[src/rtl/dso_sram_pkg.sv]
// Shared definitions for the DSO SRAM arbiter: FSM state encoding,
// default bus widths and the strobe timer width.
package dso_sram_pkg;

    typedef enum logic [1:0] {
        IDLE = 2'd0,
        WR   = 2'd1,
        RD   = 2'd2,
        TURN = 2'd3
    } state_t;

    localparam int DEF_AW = 18;
    localparam int DEF_DW = 16;
    localparam int TW     = 4;

endpackage

[src/rtl/sram_cyc_timer.sv]
// Loadable down-counter that times the SRAM strobe phases; 'last' is high
// while the count sits at zero, i.e. during the final cycle of a phase.
module sram_cyc_timer
    import dso_sram_pkg::*;
(
    input  logic          clk,
    input  logic          rst,
    input  logic          load,
    input  logic [TW-1:0] load_val,
    output logic          last
);

    logic [TW-1:0] count;

    always_ff @(posedge clk or posedge rst) begin
        if (rst) begin
            count <= '0;
        end else if (load) begin
            count <= load_val;
        end else if (count != '0) begin
            count <= count - 1'b1;
        end
    end

    assign last = (count == '0);

endmodule

[src/rtl/sram_arb.sv]
// Arbiter/sequencer for the shared asynchronous SRAM: latches capture writes and
// SPI reads, grants writes first, and drives registered strobes. Optional macro:
// SRAM_ARB_STARVE_EN forces a read grant after STARVE_LIM consecutive write grants.
module sram_arb
    import dso_sram_pkg::*;
#(
    parameter int AW         = DEF_AW,
    parameter int DW         = DEF_DW,
    parameter int WR_CYC     = 1,
    parameter int RD_CYC     = 2,
    parameter int STARVE_LIM = 16
) (
    input  logic          clk,
    input  logic          rst,
    input  logic          wr_req,
    input  logic [AW-1:0] wr_addr,
    input  logic [DW-1:0] wr_data,
    input  logic          rd_req,
    input  logic [AW-1:0] rd_addr,
    output logic [DW-1:0] rd_data,
    output logic          rd_valid,
    output logic          wr_done,
    output logic          ovf,
    input  logic          ovf_clr,
    output logic          busy,
    output logic [AW-1:0] sram_addr,
    output logic [DW-1:0] sram_dout,
    input  logic [DW-1:0] sram_din,
    output logic          sram_doe,
    output logic          sram_nce,
    output logic          sram_noe,
    output logic          sram_nwe
);

    localparam logic [TW-1:0] WR_LOAD = TW'(WR_CYC - 1);
    localparam logic [TW-1:0] RD_LOAD = TW'(RD_CYC - 1);

    state_t        state;
    logic          wr_pend;
    logic          rd_pend;
    logic [AW-1:0] wr_addr_q;
    logic [DW-1:0] wr_data_q;
    logic [AW-1:0] rd_addr_q;
    logic          wr_grant;
    logic          rd_grant;
    logic          force_rd;
    logic          ovf_set;
    logic          tmr_last;

    assign wr_grant = (state == IDLE) && wr_pend && !force_rd;
    assign rd_grant = (state == IDLE) && rd_pend && (!wr_pend || force_rd);

    // A request landing on a pending flag that is not being granted is lost.
    assign ovf_set = (wr_req && wr_pend && !wr_grant) ||
                     (rd_req && rd_pend && !rd_grant);

    assign busy = (state != IDLE) || wr_pend || rd_pend;

`ifdef SRAM_ARB_STARVE_EN
    logic [4:0] starve_cnt;

    assign force_rd = rd_pend && (starve_cnt >= 5'(STARVE_LIM));

    always_ff @(posedge clk or posedge rst) begin
        if (rst) begin
            starve_cnt <= '0;
        end else if (!rd_pend || rd_grant) begin
            starve_cnt <= '0;
        end else if (wr_grant && (starve_cnt != 5'h1f)) begin
            starve_cnt <= starve_cnt + 5'd1;
        end
    end
`else
    // Strict write priority; STARVE_LIM has no effect in this build.
    assign force_rd = 1'b0 & (STARVE_LIM != 0);
`endif

    always_ff @(posedge clk or posedge rst) begin
        if (rst) begin
            wr_pend   <= 1'b0;
            wr_addr_q <= '0;
            wr_data_q <= '0;
        end else if (wr_req && (!wr_pend || wr_grant)) begin
            wr_pend   <= 1'b1;
            wr_addr_q <= wr_addr;
            wr_data_q <= wr_data;
        end else if (wr_grant) begin
            wr_pend   <= 1'b0;
        end
    end

    always_ff @(posedge clk or posedge rst) begin
        if (rst) begin
            rd_pend   <= 1'b0;
            rd_addr_q <= '0;
        end else if (rd_req && (!rd_pend || rd_grant)) begin
            rd_pend   <= 1'b1;
            rd_addr_q <= rd_addr;
        end else if (rd_grant) begin
            rd_pend   <= 1'b0;
        end
    end

    always_ff @(posedge clk or posedge rst) begin
        if (rst) begin
            ovf <= 1'b0;
        end else if (ovf_clr) begin
            ovf <= 1'b0;
        end else if (ovf_set) begin
            ovf <= 1'b1;
        end
    end

    sram_cyc_timer u_timer (
        .clk      (clk),
        .rst      (rst),
        .load     (wr_grant || rd_grant),
        .load_val (wr_grant ? WR_LOAD : RD_LOAD),
        .last     (tmr_last)
    );

    // Strobes are decoded into flops on each transition so the bus never glitches.
    always_ff @(posedge clk or posedge rst) begin
        if (rst) begin
            state     <= IDLE;
            sram_addr <= '0;
            sram_dout <= '0;
            sram_doe  <= 1'b0;
            sram_nce  <= 1'b1;
            sram_noe  <= 1'b1;
            sram_nwe  <= 1'b1;
            rd_data   <= '0;
            rd_valid  <= 1'b0;
            wr_done   <= 1'b0;
        end else begin
            rd_valid <= 1'b0;
            wr_done  <= 1'b0;
            case (state)
                IDLE: begin
                    if (wr_grant) begin
                        state     <= WR;
                        sram_addr <= wr_addr_q;
                        sram_dout <= wr_data_q;
                        sram_doe  <= 1'b1;
                        sram_nce  <= 1'b0;
                        sram_nwe  <= 1'b0;
                    end else if (rd_grant) begin
                        state     <= RD;
                        sram_addr <= rd_addr_q;
                        sram_nce  <= 1'b0;
                        sram_noe  <= 1'b0;
                    end
                end
                WR: begin
                    if (tmr_last) begin
                        state    <= TURN;
                        sram_doe <= 1'b0;
                        sram_nce <= 1'b1;
                        sram_nwe <= 1'b1;
                        wr_done  <= 1'b1;
                    end
                end
                RD: begin
                    if (tmr_last) begin
                        state    <= TURN;
                        sram_nce <= 1'b1;
                        sram_noe <= 1'b1;
                        rd_data  <= sram_din;
                        rd_valid <= 1'b1;
                    end
                end
                TURN: begin
                    state <= IDLE;
                end
                default: begin
                    state <= IDLE;
                end
            endcase
        end
    end

endmodule

[config.mk]
export PLATFORM = sky130hd
export DESIGN_NAME = sram_arb
export DESIGN_NICKNAME = d
export VERILOG_FILES = /design/src/rtl/dso_sram_pkg.sv /design/src/rtl/sram_cyc_timer.sv /design/src/rtl/sram_arb.sv
export SDC_FILE = /design/constraint.sdc
export NUM_CORES = 1
export LEC_CHECK = 0
export CAP_MARGIN = 20
export CELL_PAD_IN_SITES_DETAIL_PLACEMENT = 0
export CELL_PAD_IN_SITES_GLOBAL_PLACEMENT = 2
export CORE_ASPECT_RATIO = 0.75
export CORE_UTILIZATION = 32
export DETAILED_ROUTE_END_ITERATION = 10
export PLACE_DENSITY = 0.85
export RECOVER_POWER = 100
export SYNTH_ARGS = -nofsm -noshare
export SYNTH_HDL_FRONTEND = slang
export SYNTH_SLANG_ARGS = --single-unit
[constraint.sdc]
create_clock -name clk -period 5.7 [get_ports clk]
set_clock_uncertainty 0.15 [all_clocks]
set_input_delay 1.14 -clock clk [delete_from_list [all_inputs] [get_ports clk]]
set_output_delay 1.14 -clock clk [all_outputs]
set_load 0.01 [all_outputs]
Word level (Yosys, flattened, before mapping)
Cells that the tools add are included.
- mux-type cells: 27
- $add $sub $neg: 1
- reduce and logical (&&, ||, !) cells: 39
- eq/ne operators: 10
- operator list (operator ; count):
    $mux 18 ; 2
    $reduce_bool 2->1 ; 9
    $mux 1 ; 15
    $ne 2x2->1 const B ; 5
    $logic_and 1x1->1 ; 9
    $mux 4 ; 2
    $pmux 1 s2 ; 4
    $reduce_and 2->1 ; 4
    $logic_or 1x1->1 ; 6
    $mux 2 ; 3
    $pmux 2 s3 ; 1
    $reduce_and 3->1 ; 2
    $eq 2x2->1 const B ; 2
    $logic_not 1->1 ; 4
    $logic_not 4->1 ; 1
    $reduce_and 4->1 ; 1
    $reduce_bool 4->1 ; 1
    $sub 4x1->4 const B ; 1
    $ne 3x3->1 const B ; 1
    $eq 2x1->1 const B ; 1
    $logic_not 2->1 ; 1
    $ne 2x1->1 const B ; 1
    $reduce_or 2->1 ; 1
- bits in registers: 117
- logic and storage cells: 94
- output and inout bits: 58
- bits of input ports: 73

Longest topological paths before layout
Gate-level depths: netlist of run 1.
- depth after elaboration: 8
- depth in mapped cells: 9
- depth with buffers taken out: 6

Cells and area by module
From an unflattened synthesis of run 1, not the netlist that was laid out.
- cells, all modules: 330
- area, all modules: 4959.8 sq um
- modules (own cells, without submodules) (module ; times used ; sequential area each (sq um) ; area each (sq um) ; cells each):
    sram_arb ; 1 ; 2831.5 ; 4723.3 ; 307
    sram_cyc_timer ; 1 ; 100.1 ; 236.5 ; 23

Least setup slack after synthesis of run 1
OpenSTA, ideal clock, no wires.
- kind: register to output
- from: register state[0]
- to: output busy
- cell stages (with the launch flop): 6
- path buffers: 1
- data required time: 4.410 ns
- arrival: 1.129 ns
- path slack: 3.281 ns
- cell sequence: dfrtp_1 -> inv_1 -> ha_1 -> buf_2 -> nor2b_1 -> nand2b_1
- word-level cells in the longest chain between the ends: 3
- RTL lines (what ; RTL line ; source):
    start: declaration ; sram_arb.sv:38 ; state_t state;
    start signal: assignment ; sram_arb.sv:125 ; state <= IDLE;
    start signal: assignment ; sram_arb.sv:141 ; state <= WR;
    start signal: assignment ; sram_arb.sv:148 ; state <= RD;
    $reduce_bool 2->1 ; sram_arb.sv:57 ; assign busy = (state != IDLE) || wr_pend || rd_pend;
    $logic_or 1x1->1 (2 in series) ; sram_arb.sv:57 ;
    end: declaration ; sram_arb.sv:25 ; output logic busy,
No other way between the ends.

==> out/metrics.yaml, run 1 <==
status:
  status: "finished, violations left"
  violations: "max-capacitance violations, max-slew violations"
final_layout:
  syn2layout_area_growth_pct: 41.73
  final_layout_size_suffix_gt1_frac: 0.2118
  final_core_util: 0.4699
  diodes: 0
  nets: 557
routing:
  routedWlPerCell_um: 15.13
  drt_pre_antenna_iters: 4
  vias_per_cell: 4.520
  finalWirelength_mm: 10.45
  num_vias: 3123
  drc: 0
  drt-initial-drc-count: 88
  ant_nets: 0
clocking:
  ctsRootBufferMaster: "clkbuf_16"
  clock_latency_ns: 0.40
  cts_sinks: 117
  cts.htree.levels: 4
  cts_buffer_depth: 2
  cts_setup_buffers: 0
  cts_buffers: 17
  cts.clk_slew.worst_paths_ns: 0.05
  cts_tree: "yes"
  cts-resized-gates: 0
  holdBufCountCts: 0
worst_setup_path:
  critPathSlowestCell: "clkbuf_1"
  cp-end-kind: "asynchronous set/reset pin"
  worstPathRequired_ns: 5.68
  critPathArrivalTime_ns: 3.95
  worstSetupStartpointType: "input port"
  worstRegToRegCells: 6
  cp-startpoint: "rst"
  path_cells: "dlygate4sd3_1 > clkinvlp_2 > buf_16 > clkbuf_1"
  slowest_delay_ns: 1.42
  r2r-start: "state[0]$_DFFE_PP0P_"
  worstPathMaxFanout: 72
  critPathKind: "input port to asynchronous set/reset pin"
global_route:
  grt_antenna_before_repair: 0
  grt_usage: 0.1454
  grt_max_degree: 83
  grt_pass1_vias: 3348
  grt-ovfl-total: 0
  grt_pass1_wl_mm: 16.97
power:
  seqPwrFrac: 0.365
  total_leakage_power_nw: 3.021
  p_sw_w: 0.001248
  switching_share: 0.3117
  power_w: 0.004003
  p_comb_frac: 0.370
  powerDensity_nw_per_um2: 583.7
  p_clk_frac: 0.265
  p_int_w: 0.002756
  peakVddDrop_uv: 211.8
flow_run:
  max-cap-violations: 2
synthesis:
  async_flop_share: 1.000
  synthTopCellsByArea: "dfrtp_1 59%, mux2_2 15%, mux2i_1 3.9%"
  synth_common_cells: "114 x dfrtp_1, 65 x mux2_2, 27 x nand2_1, 19 x mux2i_1, 18 x o21ai_1"
  synth_area_um2: 4840
  synth_ff_type: "dfrtp_1"
  synth_edf_count: 0
  yosysSeqAreaShare: 0.6057
  synth_cells: 344
  ys_types: 40
  ys_ff_latch: 117
  avgSynthCellArea_um2: 14.07
  syn_nets: 423
  yosysMostFrequentCell: "dfrtp_1"
  synth_top_area_share: 0.5895
  ys_warn_count: 0
  synth.largest_area_cell: "dfrtp_1"
die:
  core_um2: 14600
  start_util: 0.3316
  ios: 131
  die_x_um: 144.0
  fp-row-count: 38
  fp.dieArea_um2: 15630
  die_y_um: 108.5
sta:
  grt_setup_unrepaired: "no"
  finalSetupTns_ns: 0
  slew_viol_final: 72
  tightest_slew_ns: 1.928
  fmax_mhz: 251.6
  setup_viol: 0
  period_minus_slack_ns: 3.974
  timing.final.hold_violations: 0
  period_share: 0.6972
  relSlewSlack: -0.2856
placement:
  port_buffers: 130
  hpwlAfterDp_mm: 7.040
  gp_congestion: 0.7471
hold_path:
  holdPathStages: 2
  hold_class: "register to register"
  hp-start: "sram_addr[16]$_DFFE_PP0P_"
## worst paths after layout
| path | endpoint | slack, ns |
|---|---|---|
| min | sram_addr[16]$_DFFE_PP0P_ | 0.32 |
| max | rd_addr_q[10]$_DFFE_PP0P_ | 1.73 |
| min in group asynchronous | wr_addr_q[14]$_DFFE_PP0P_ | 1.10 |
| min reg2reg | sram_addr[16]$_DFFE_PP0P_ | 0.32 |
| max in group clk | busy | 2.07 |
| max reg2reg | sram_addr[2]$_DFFE_PP0P_ | 2.35 |
## placed cells by master, fill, tap and decap left out, types with 2 or more instances in the layout
cell type | synthesis | layout
clkbuf_16 | 0 | 17
and2_0 | 0 | 3
mux2_2 | 65 | 65
o22ai_1 | 2 | 2
clkdlybuf4s50_1 | 0 | 70
a21oi_1 | 6 | 6
nor3_1 | 3 | 3
mux2_1 | 9 | 18
o21ai_0 | 4 | 21
clkinvlp_4 | 0 | 3
nand2_1 | 27 | 27
nor2_1 | 7 | 7
clkinv_4 | 0 | 3
clkbuf_1 | 2 | 4
mux2i_1 | 19 | 19
dfstp_2 | 3 | 3
inv_1 | 6 | 5
clkinv_2 | 0 | 4
bufinv_16 | 0 | 3
dlygate4sd3_1 | 0 | 60
dfrtp_1 | 114 | 114
xnor2_1 | 2 | 2
ha_1 | 6 | 6
and3_1 | 2 | 2
nand2b_1 | 4 | 4
## state kept, by name, indices dropped and copies added, names as in the netlist, 2 cells and up
register,flops
rd_addr_q,18
sram_addr,18
wr_addr_q,18
rd_data,16
sram_dout,16
wr_data_q,16
u_timer.count,4
state,2
## power groups by stage
stage / clock network, W / logic (W) / registers, W
2_1_floorplan: 0 / 0.000955 / 0.00152
3_3_place_gp: 0 / 0.00159 / 0.00147
3_5_place_dp: 0 / 0.00162 / 0.00149
4_1_cts: 0.00109 / 0.00163 / 0.00148
5_1_grt: 0.00113 / 0.00163 / 0.00153
6_report: 0.00106 / 0.00148 / 0.00146
## cell families after synthesis
logic type	Yosys count	synth area share
xor+xnor	2	0.003620
simple gates	53	0.05377
flops	117	0.6057
mux	103	0.2425
buf+inv	24	0.02921
fa+ha+maj	6	0.01551
compound gates	39	0.04964
## layout make-up
type	instances	area (um2)
Sequential cell	117	2932
Tap cell	200	250.2
Fill cell	1322	7737
Timing Repair Buffer	133	1336
Clock inverter	13	158.9
Inverter	6	23.77
Clock buffer	19	432.9
Multi-Input combinational cell	203	1725
## per-layer routing
metal	part of all wire	up-vias	track usage
li1	-	1480	-
met1	0.49	1544	0.2058
met2	0.45	88	0.2112
met3	0.062	11	0.03764
met4	0.0077	0	0.05699
met5	0	-	0
## through the flow
step	cell area, um2	worst slack, ns	cells	hold WS, ns
floorplan	4840	1.314	344	0.3250
global placement	6287	2.626	657	0.3205
detailed placement	6287	2.577	657	0.3284
CTS	6879	2.177	689	0.3412
global route	6859	1.031	691	0.3546
finish	6859	1.726	691	0.3229
## worst max-delay path, delay by kind of cell
family | cells | cell delay [ns]
buffers and inverters | 4 | 2.72
(Power assumes the default switching activity.)
==> run 2: changes to the inputs <==
--- a/config.mk
+++ b/config.mk
@@ -9,9 +9,9 @@
 export CELL_PAD_IN_SITES_DETAIL_PLACEMENT = 0
 export CELL_PAD_IN_SITES_GLOBAL_PLACEMENT = 2
 export CORE_ASPECT_RATIO = 0.75
-export CORE_UTILIZATION = 32
+export CORE_UTILIZATION = 29
 export DETAILED_ROUTE_END_ITERATION = 10
-export PLACE_DENSITY = 0.85
+export PLACE_DENSITY = 0.82
 export RECOVER_POWER = 100
 export SYNTH_ARGS = -nofsm -noshare
 export SYNTH_HDL_FRONTEND = slang
==> constraint.sdc (replaced) <==
create_clock -name clk -period 3.3 [get_ports clk]
set_clock_uncertainty 0.15 [all_clocks]
set_input_delay 0.66 -clock clk [delete_from_list [all_inputs] [get_ports clk]]
set_output_delay 0.66 -clock clk [all_outputs]
set_load 0.01 [all_outputs]
==> out/metrics.yaml, run 2 (synthesis results as in run 1) <==
status:
  status: "finished, violations left"
  violations: "max-capacitance violations, max-slew violations"
worst_setup_path:
  worstSetupStartpointType: "register"
  critPathSlowestCell: "clkdlybuf4s50_1"
  cp-end-kind: "output pin"
  r2r-start: "state[0]$_DFFE_PP0P_"
  worstPathRequired_ns: 2.49
  cp-startpoint: "state[0]$_DFFE_PP0P_"
  critPathArrivalTime_ns: 2.15
  slowest_delay_ns: 0.48
  worstPathMaxFanout: 10
  critPathKind: "register to output pin"
  path_cells: "inv_1 > ha_1 > nor2b_1 > nand2b_1 > clkdlybuf4s50_1"
power:
  switching_share: 0.3005
  p_comb_frac: 0.359
  total_leakage_power_nw: 3.051
  p_clk_frac: 0.284
  p_int_w: 0.004944
  seqPwrFrac: 0.356
  powerDensity_nw_per_um2: 1024
  peakVddDrop_uv: 431.0
  p_sw_w: 0.002124
sta:
  fmax_mhz: 337.4
  relSlewSlack: -0.05792
  tightest_slew_ns: 1.587
  grt_setup_unrepaired: "no"
  timing.final.hold_violations: 0
  period_minus_slack_ns: 2.964
  setup_viol: 0
  slew_viol_final: 118
  finalSetupTns_ns: 0
  period_share: 0.8982
  fin_worst_hold_slack_ns: 0.3275
global_route:
  grt_antenna_before_repair: 0
  grt_usage: 0.1341
  grt-ovfl-total: 0
  grt_pass1_vias: 3365
  grt_pass1_wl_mm: 17.31
  grt_max_degree: 118
die:
  core_um2: 16170
  fp.dieArea_um2: 17210
  fp-row-count: 40
  start_util: 0.2994
  die_y_um: 113.9
  ios: 131
  die_x_um: 151.2
final_layout:
  nets: 557
  final_common_cell: "dfrtp_1"
  diodes: 0
  final_cell_mix: "114 x dfrtp_1, 72 x clkdlybuf4s50_1, 65 x mux2_2"
  syn2layout_area_growth_pct: 42.55
  final_layout_size_suffix_gt1_frac: 0.2122
  reg_top3: "rd_addr_q: 18 flops, sram_addr: 18 flops, wr_addr_q: 18 flops"
clocking:
  cts-resized-gates: 0
  cts.clk_slew.worst_paths_ns: 0.05
  holdBufCountCts: 0
  cts_setup_buffers: 0
  cts.htree.levels: 4
  ctsRootBufferMaster: "clkbuf_16"
  cts_buffer_depth: 2
  cts_buffers: 17
  cts_tree: "yes"
  cts_sinks: 117
  clock_latency_ns: 0.40
routing:
  ant_nets: 0
  drt_pre_antenna_iters: 4
  num_vias: 3088
  drc: 0
  routedWlPerCell_um: 15.28
  drt-initial-drc-count: 103
  finalWirelength_mm: 10.69
  vias_per_cell: 4.411
flow_run:
  max-cap-violations: 1
placement:
  port_buffers: 130
  gp_congestion: 0.7772
  hpwlAfterDp_mm: 7.171
hold_path:
  hp-start: "sram_addr[11]$_DFFE_PP0P_"
  hold_class: "register to register"
run 2: cell types whose count changed in the layout (fill, tap and decap cells not counted), sizes merged, moves of 2 or more:
cell	previous run	this run
clkbuf	21	25
clkinv	7	4
clkinvlp	4	1
bufinv	3	5
clkdlybuf4s50	70	72
dlygate4sd3	60	58
run 2: final cells by class:
type                       instances  area [um2]
clock buffer                      22       474.2
clock inverter                     9       173.9
sequential                       117        2932
fill                            1531        9266
inverter                           6       26.28
multi-input combinational        203        1712
timing repair buffer             133        1319
tap                              210       262.8
run 2: path summary, 6_finish.rpt:
path | to | slack (ns) | cells past startpoint
worst max-delay path | busy | 0.34 | 5
worst min-delay path | sram_addr[11]$_DFFE_PP0P_ | 0.33 | 2
worst max register to register | sram_dout[0]$_DFFE_PP0P_ | 0.35 | 5
min in group asynchronous | rd_valid$_DFF_PP0_ | 1.18 | 3
max in group asynchronous | sram_dout[1]$_DFFE_PP0P_ | 0.83 | 3
worst min register to register | sram_addr[11]$_DFFE_PP0P_ | 0.33 | 2
run 2: stage by stage:
step	cells	utilization	total power [W]	setup WS, ns	cell area, um2
3_3_place_gp	669	0.3930	0.005333	0.7640	6354
3_5_place_dp	669	0.3930	0.005425	0.7001	6354
4_1_cts	700	0.4331	0.007493	0.2552	7002
6_report	700	0.4268	0.007068	0.3359	6899
5_1_grt	700	0.4268	0.007570	0.07373	6899
2_1_floorplan	344	-	0.004276	1.065	4843
run 2: power by group through the flow:
| stage | sequential (W) | clock (W) | combinational [W] |
|---|---|---|---|
| detailed placement | 0.00257 | 0 | 0.00286 |
| global route | 0.00262 | 0.00213 | 0.00282 |
| finish | 0.00252 | 0.00201 | 0.00254 |
| CTS | 0.00255 | 0.00207 | 0.00288 |
| floorplan | 0.00263 | 0 | 0.00165 |
| global placement | 0.00253 | 0 | 0.00281 |
run 2: per-layer routing:
layer,part of all wire,vias to the layer above,GRT usage
li1,-,1467,-
met2,0.45,84,0.1997
met5,0,-,0
met4,0.010,0,0.04400
met3,0.059,8,0.04920
met1,0.48,1529,0.1795
run 2: worst max-delay path, delay by kind of cell, from the launching register on:
kind | cells | cell delay, ns
buffers and inverters | 2 | 0.62
flip-flops | 1 | 0.42
adder cells (fa/ha/maj) | 1 | 0.36
AND/OR/NAND/NOR | 2 | 0.35
==> run 3: changes to the inputs <==
--- a/config.mk
+++ b/config.mk
@@ -7,10 +7,12 @@
 export LEC_CHECK = 0
 export CAP_MARGIN = 20
 export CELL_PAD_IN_SITES_DETAIL_PLACEMENT = 0
-export CELL_PAD_IN_SITES_GLOBAL_PLACEMENT = 2
+export CELL_PAD_IN_SITES_GLOBAL_PLACEMENT = 1
 export CORE_ASPECT_RATIO = 0.75
-export CORE_UTILIZATION = 29
+export CORE_UTILIZATION = 35
+export CTS_CLUSTER_DIAMETER = 60
 export DETAILED_ROUTE_END_ITERATION = 10
+export MAX_ROUTING_LAYER = met4
 export PLACE_DENSITY = 0.82
 export RECOVER_POWER = 100
 export SYNTH_ARGS = -nofsm -noshare
==> out/metrics.yaml, run 3 (synthesis results as in run 1) <==
worst_setup_path:
  critPathSlowestCell: "and2_0"
  worstSetupStartpointType: "register"
  critPathArrivalTime_ns: 3.16
  path_buf_inv: 1
  path_cells: "inv_1 > ha_1 > nor3b_1 > and2_0 > mux2_2"
  slowest_delay_ns: 0.91
  critPathKind: "register to register"
  worstPathMaxFanout: 17
  worstPathRequired_ns: 3.43
  cp-end-kind: "register"
  critPathTopFamily: "simple AND/OR/NAND/NOR gates"
sta:
  fmax_mhz: 330.6
  period_share: 0.9166
  setup_viol: 0
  period_minus_slack_ns: 3.025
  fin_worst_hold_slack_ns: 0.3259
  fin_ws_ns: 0.2752
  finalSetupTns_ns: 0
  grt_setup_unrepaired: "no"
  slew_viol_final: 118
  tightest_slew_ns: 1.607
  relSlewSlack: -0.07106
  timing.final.hold_violations: 0
die:
  core_um2: 13240
  start_util: 0.3655
  die_y_um: 103.8
  fp.dieArea_um2: 14310
  fp-row-count: 36
  ios: 131
  die_x_um: 137.8
routing:
  routedWlPerCell_um: 15.91
  drc: 0
  drt_pre_antenna_iters: 4
  finalWirelength_mm: 10.54
  vias_per_cell: 4.725
  num_vias: 3128
  ant_nets: 0
  drt-initial-drc-count: 115
clocking:
  cts-resized-gates: 0
  holdBufCountCts: 0
  cts_sinks: 117
  cts_buffers: 17
  cts.htree.levels: 4
  ctsRootBufferMaster: "clkbuf_16"
  cts.clk_slew.worst_paths_ns: 0.06
  cts_setup_buffers: 0
  cts_buffer_depth: 2
  cts_tree: "yes"
  clock_latency_ns: 0.40
final_layout:
  nets: 557
  final_cell_mix: "114 x dfrtp_1, 72 x clkdlybuf4s50_1, 65 x mux2_2"
  final_area_um2: 6865
  final_common_cell: "dfrtp_1"
  final_layout_size_suffix_gt1_frac: 0.2118
  syn2layout_area_growth_pct: 41.86
  reg_top3: "rd_addr_q: 18 flops, sram_addr: 18 flops, wr_addr_q: 18 flops"
  diodes: 0
  fillerInstances: 1159
status:
  status: "finished, violations left"
  violations: "max-capacitance violations, max-slew violations"
global_route:
  grt-ovfl-total: 0
  grt_max_degree: 118
  grt_pass1_vias: 3312
  grt_usage: 0.1621
  grt_antenna_before_repair: 0
  grt_pass1_wl_mm: 16.86
hold_path:
  hold_class: "register to register"
power:
  peakVddDrop_uv: 453.6
  total_leakage_power_nw: 3.045
  powerDensity_nw_per_um2: 1039
placement:
  placed_area_um2: 6305
  gp_congestion: 0.7845
  dp_slack_ns: 0.7023
  hpwlAfterDp_mm: 7.004
  port_buffers: 130
flow_run:
  max-cap-violations: 1
==> run 3: cell types whose count changed in the layout (fill, tap and decap cells not counted) <==
cell / change
clkinv_4: +1
a21bo_2: -1
o21ai_1: -1
bufinv_16: +1
a21bo_1: +1
o21ai_0: +1
and2_1: -1
and2_0: +1
clkinvlp_4: +3
clkbuf_8: -3
clkinv_2: -1
==> run 3: path summary, 6_finish.rpt <==
| kind | cells past startpoint | slack, ns | end | from |
|---|---|---|---|---|
| min in group asynchronous | 3 | 1.18 | rd_data[4]$_DFFE_PP0P_ | rst |
| min | 2 | 0.33 | sram_addr[7]$_DFFE_PP0P_ | sram_addr[7]$_DFFE_PP0P_ |
| max reg2reg | 5 | 0.28 | rd_data[10]$_DFFE_PP0P_ | u_timer.count[0]$_DFFE_PP0P_ |
| min reg2reg | 2 | 0.33 | sram_addr[7]$_DFFE_PP0P_ | sram_addr[7]$_DFFE_PP0P_ |
| max | 5 | 0.28 | rd_data[10]$_DFFE_PP0P_ | u_timer.count[0]$_DFFE_PP0P_ |
| max in group asynchronous | 3 | 0.80 | rd_data[14]$_DFFE_PP0P_ | rst |
==> run 3: tightest hold or removal path, cell delays in order (launching register included) <==
cell     delay (ns)
dfrtp_1        0.34
nand2_1        0.04
o21ai_0        0.06
==> run 3: cell type report <==
type / instances / area, um2 / area share
flip-flops and latches: 117 / 2932 / 0.4270
multi-input cells: 203 / 1712 / 0.2493
repair buffers: 133 / 1319 / 0.1921
clock buffers: 19 / 432.9 / 0.06306
clock inverters: 13 / 230.2 / 0.03353
well taps: 171 / 214.0 / 0.03116
inverters: 6 / 26.28 / 0.003827
==> run 3: layer usage <==
layer  wire length [um]  track usage  up-vias
met1               5067       0.2114     1555
met5                  0            -        -
li1                   -            -     1474
met2               4824       0.2355       91
met3                524      0.04552        8
met4                119      0.06755        0
==> run 3: power breakdown <==
part,internal [W],switching [W]
Clock,0.00142,0.000662
Sequential,0.00216,0.000364
Combinational,0.00139,0.00115
Total,0.00496,0.00217
==> run 3: metrics by stage <==
stage | instances | util | total power, W
after floorplan | 344 | - | 0.004276
after global placement | 630 | 0.4761 | 0.005296
after detailed placement | 630 | 0.4761 | 0.005425
after CTS | 662 | 0.5262 | 0.007549
after global routing | 662 | 0.5184 | 0.007597
final | 662 | 0.5184 | 0.007135
